--- src/rtl/regfile_wb_arbiter.sv ---
// Write-back arbiter for the 16x16 register file.
// Round-robin over NREQ single-write requesters plus one mul/div requester
// (slot NREQ) that writes Rd and R0 in the same cycle. Write outputs are
// registered and drive the register file write inputs directly.
module regfile_wb_arbiter #(
   parameter int unsigned NREQ = 3,
   parameter int unsigned DW   = 16,
   parameter int unsigned AW   = 4
) (
   input  logic               clk,
   input  logic               reset,
   input  logic [NREQ-1:0]    gp_valid,
   output logic [NREQ-1:0]    gp_ready,
   input  logic [NREQ*AW-1:0] gp_reg,
   input  logic [NREQ*DW-1:0] gp_data,
   input  logic               md_valid,
   output logic               md_ready,
   input  logic [AW-1:0]      md_reg,
   input  logic [DW-1:0]      md_lo,
   input  logic [DW-1:0]      md_hi,
   input  logic               hold,
   output logic [AW-1:0]      write_reg,
   output logic [DW-1:0]      write_data,
   output logic [DW-1:0]      r0,
   output logic [1:0]         reg_write,
   output logic [1:0]         grant_id
);

   localparam int unsigned NS = NREQ + 1;
   localparam int unsigned PW = $clog2(NS);

   logic [NS-1:0] slot_valid;
   logic          grant_vld;
   logic [PW-1:0] grant_slot;
   logic [NS-1:0] grant_vec;
   logic [PW-1:0] search_idx;

   logic [PW-1:0] rr_ptr_q,     rr_ptr_d;
   logic [AW-1:0] write_reg_q,  write_reg_d;
   logic [DW-1:0] write_data_q, write_data_d;
   logic [DW-1:0] r0_q,         r0_d;
   logic [1:0]    reg_write_q,  reg_write_d;
   logic [1:0]    grant_id_q,   grant_id_d;

   assign slot_valid = {md_valid, gp_valid};

   // Pick the first valid slot at or after rr_ptr; nothing during reset or hold.
   always_comb begin
      grant_vld  = 1'b0;
      grant_slot = '0;
      grant_vec  = '0;
      search_idx = '0;
      if (reset && !hold) begin
         for (int k = 0; k < int'(NS); k++) begin
            search_idx = PW'((int'(rr_ptr_q) + k) % int'(NS));
            if (!grant_vld && slot_valid[search_idx]) begin
               grant_vld  = 1'b1;
               grant_slot = search_idx;
            end
         end
      end
      if (grant_vld) begin
         grant_vec = NS'(1) << grant_slot;
      end
   end

   assign gp_ready = grant_vec[NREQ-1:0];
   assign md_ready = grant_vec[NREQ];

   // Next pointer and write-back register contents for the granted slot.
   always_comb begin
      rr_ptr_d     = rr_ptr_q;
      write_reg_d  = write_reg_q;
      write_data_d = write_data_q;
      r0_d         = r0_q;
      reg_write_d  = 2'b00;
      grant_id_d   = grant_id_q;
      if (grant_vld) begin
         grant_id_d = 2'(grant_slot);
         rr_ptr_d   = (grant_slot == PW'(NREQ)) ? '0 : grant_slot + PW'(1);
         if (grant_vec[NREQ]) begin
            // R0 port wins when both would target R0, so the low word is dropped.
            r0_d = md_hi;
            if (md_reg != '0) begin
               reg_write_d  = 2'b11;
               write_reg_d  = md_reg;
               write_data_d = md_lo;
            end else begin
               reg_write_d  = 2'b01;
            end
         end else begin
            reg_write_d = 2'b10;
            for (int i = 0; i < int'(NREQ); i++) begin
               if (grant_vec[i]) begin
                  write_reg_d  = gp_reg[i*AW +: AW];
                  write_data_d = gp_data[i*DW +: DW];
               end
            end
         end
      end
   end

   // State and output registers with synchronous active-low reset.
   always_ff @(posedge clk) begin
      if (!reset) begin
         rr_ptr_q     <= '0;
         write_reg_q  <= '0;
         write_data_q <= '0;
         r0_q         <= '0;
         reg_write_q  <= 2'b00;
         grant_id_q   <= 2'b00;
      end else begin
         rr_ptr_q     <= rr_ptr_d;
         write_reg_q  <= write_reg_d;
         write_data_q <= write_data_d;
         r0_q         <= r0_d;
         reg_write_q  <= reg_write_d;
         grant_id_q   <= grant_id_d;
      end
   end

   assign write_reg  = write_reg_q;
   assign write_data = write_data_q;
   assign r0         = r0_q;
   assign reg_write  = reg_write_q;
   assign grant_id   = grant_id_q;

endmodule

--- config.mk ---
export PLATFORM = sky130hd
export DESIGN_NAME = regfile_wb_arbiter
export DESIGN_NICKNAME = d
export VERILOG_FILES = /design/src/rtl/regfile_wb_arbiter.sv
export SDC_FILE = /design/constraint.sdc
export NUM_CORES = 1
export LEC_CHECK = 0
export ABC_CLOCK_PERIOD_IN_PS = 6200
export CORE_MARGIN = 4
export CORE_UTILIZATION = 25
export DETAILED_ROUTE_END_ITERATION = 8
export GPL_ROUTABILITY_DRIVEN = 0
export PLACE_DENSITY_LB_ADDON = 0.1
export REMOVE_ABC_BUFFERS = 1
export SLEW_MARGIN = 15
export SYNTH_ARGS = -nofsm -noshare
export SYNTH_HDL_FRONTEND = slang
export SYNTH_SLANG_ARGS = --single-unit
--- constraint.sdc ---
create_clock -name clk -period 6.2 [get_ports clk]
set_clock_uncertainty 0.05 [all_clocks]
set_input_delay 0.93 -clock clk [delete_from_list [all_inputs] [get_ports clk]]
set_output_delay 0.93 -clock clk [all_outputs]
set_load 0.005 [all_outputs]
==> impl_metrics.yaml <==
outcome:
  outcome: "complete, no violations"
global_route:
  overflow: 0
  grt_pass1_wl_um: 13600
  grt_max_degree: 43
  grt_pass1_vias: 2723
  antenna_found_initial: 0
  grtUsageTotal_pct: 15.0
routing:
  via_per_inst: 4.79
  antenna_left: 0
  routedWlPerCell_um: 15.5
  drt-initial-drc-count: 71
  num_vias: 2740
  drtPass1Iterations: 4
  drc: 0
  routed_wl_um: 8860
critical_path:
  worstSetupEndpointType: "output pin"
  start_kind: "input pin"
  cpMostUsedCell: "clkdlybuf4s50_1"
  path_delay_family: "buffers and inverters"
  crit_type: "input pin to output pin"
  r2r_cells: 11
  cp_slowest_cell: "clkdlybuf4s50_1"
  critPathMaxFanout: 18
  critPathBufInv: 3
  cp_cell_sequence: "clkdlybuf4s50_1, nand2b_1, a21oi_1, o21ai_1, a221oi_1, ha_1, nand2_1, inv_2, clkdlybuf4s50_1"
  critPathRequiredTime_ns: 5.22
  worstSetupPathDepth: 9
  cpPeakStageDelay_ns: 0.56
  arrival_ns: 3.95
yosys:
  synthDistinctLibCells: 33
  avgSynthCellArea_um2: 7.69
  syn-cell-area_um2: 2390
  synth_top_family_by_area: "compound AO/OA/AOI/OAI gates"
  async_flop_share_pct: 0
  synth_compound_area_share_pct: 39.1
  synthXorXnorAreaFrac_pct: 0
  synth_ff_type: "dfxtp_1"
  yosys.area_share.adder_pct: 2.09
  syn_inst: 311
  synth_edf_count: 0
  yosysSeqAreaShare_pct: 35.1
  synth-simple-area-share_pct: 14.3
  yosys_register_bits: 42
  yosys_warnings: 0
  muxShareOfSynthArea_pct: 0.418
timing:
  fmax_mhz: 203
  final.setup.tns_ns: 0
  fin_crit_ns: 4.93
  worst_slack_ns: 1.27
  setup_viol: 0
  rsz0062_at_grt: "false"
  hold_violations: 0
  tightest_slew_ns: 1.04
  fin_crit_sh_pct: 79.4
  drv_slew: 0
  relSlewSlack_pct: 30.6
pwr:
  power.internal_uw: 524
  p_seq_share_pct: 42.3
  power.density_nw_per_um2: 172
  ir_worst_vdd_v: 0.0000822
  p_leak_nw: 1.48
  power_switching_uw: 175
  p_comb_share_pct: 26.7
  clkPwrFrac_pct: 31.0
  p_sw_share_pct: 25.1
floorplanning:
  coreArea_um2: 9280
  die_width_um: 106
  ios: 147
  die-area_um2: 11200
  row_count: 35
  start_util_pct: 25.8
  die_y_um: 106
clocking:
  hold_buffers: 0
  cts_setup_buffers: 0
  clock-sinks: 42
  cts_root_buffer: "clkbuf_8"
  tritoncts: "built"
  clk_pin_slew_ns: 0.08
  clock_latency_ns: 0.29
  h-tree-depth: 2
  cts_buffers: 5
  max-clock-path-buffers: 2
  cts_resized: 0
job:
  drv_cap: 0
worst_hold_path:
  min_path_type: "flop to flop"
  whs_path_depth: 2
layout:
  diodes: 0
  syn_to_final_growth_pct: 69.6
  num-nets-final: 549
  drive_gt1_share_pct: 4.29
placed_design:
  io_buffers: 146
  pre_cts_ws_ns: 1.23
  dpl.hpwl_um: 6320
==> power groups by stage <==
stage / clock network, mW / registers, mW / logic [mW]
floorplan: 0 / 0.303 / 0.0621
global placement: 0 / 0.301 / 0.187
detailed placement: 0 / 0.302 / 0.188
CTS: 0.227 / 0.296 / 0.189
global route: 0.241 / 0.299 / 0.204
finish: 0.217 / 0.296 / 0.187
==> stage by stage <==
step                      utilization, %  instances  power, mW  hold slack (ns)  instance area [um2]
after floorplan                        -        283      0.365            0.400                 2280
after CTS                           43.7        572      0.712            0.412                 4060
after global placement              42.5        564      0.488            0.392                 3950
after detailed placement            42.5        564      0.490            0.399                 3950
after global routing                43.7        572      0.743            0.434                 4060
final                               43.7        572      0.699            0.406                 4060
==> layout by cell type, fill, tap and decap left out, types with 2 or more instances in the layout <==
cell type,n
o221ai_1,6
a32o_1,20
nor2b_1,8
buf_4,6
and2_1,3
a31oi_1,5
o21ai_0,13
inv_1,23
a21oi_1,28
nor2_1,19
a32oi_1,14
a211oi_1,15
nand3_1,2
nand2b_1,2
o21ai_1,6
nand2_1,43
dfxtp_1,42
ha_1,4
clkdlybuf4s50_1,145
a21boi_1,16
clkbuf_8,5
inv_2,3
==> cell usage after synthesis (4+ instances only) <==
library cell  count  area (um2)
nor2b_1           8        50.1
o21ai_0          13        65.1
a211oi_1         15         113
buf_2             9        45.0
nand2_1          43         161
a21boi_1         16         120
dfxtp_1          42         841
o21ai_1           6        30.0
a31oi_1           5        31.3
clkbuf_1         18        67.6
a32oi_1          14         123
inv_1            23        86.3
a21oi_1          28         140
ha_1              4        50.1
a32o_1           20         200
nor2_1           19        71.3
o221ai_1          6        52.6
==> worst paths after layout <==
check / start / endpoint / slack, ns
max: gp_valid[0] / md_ready / 1.27
min: r0[6]$_SDFFE_PN0P_ / r0[6]$_SDFFE_PN0P_ / 0.41
max reg2reg: rr_ptr_q[1]$_SDFFE_PN0P_ / write_reg[3]$_SDFFE_PN0P_ / 2.91
min reg2reg: r0[6]$_SDFFE_PN0P_ / r0[6]$_SDFFE_PN0P_ / 0.41
==> area by class of cell <==
class / count / area (um2)
clock buffer: 6 / 72.6
sequential: 42 / 841
multi-input combinational: 215 / 1350
clock inverter: 2 / 37.5
fill: 954 / 5230
timing repair buffer: 152 / 1500
tap: 129 / 161
inverter: 26 / 97.6
==> tightest hold or removal path: stages, from the launching register on <==
cell and delay, ns:
dfxtp_1 0.31, nand2_1 0.05, a21boi_1 0.05
==> kinds of logic after synthesis <==
family                   Yosys count
AO/OA/AOI/OAI                    130
adder cells (fa/ha/maj)            4
multiplexers                       1
buffers and inverters             54
AND/OR/NAND/NOR                   80
flip-flops                        42
==> per-layer routing <==
| layer | vias to the layer above | routed length, um | global-route usage (%) |
|---|---|---|---|
| met1 | 1261 | 3880 | 18.5 |
| met2 | 80 | 4400 | 26.4 |
| li1 | 1394 | - | - |
| met4 | 0 | 75 | 4.16 |
| met5 | - | 0 | 0 |
| met3 | 5 | 500 | 2.94 |
Power figures use the tool's default switching activity.
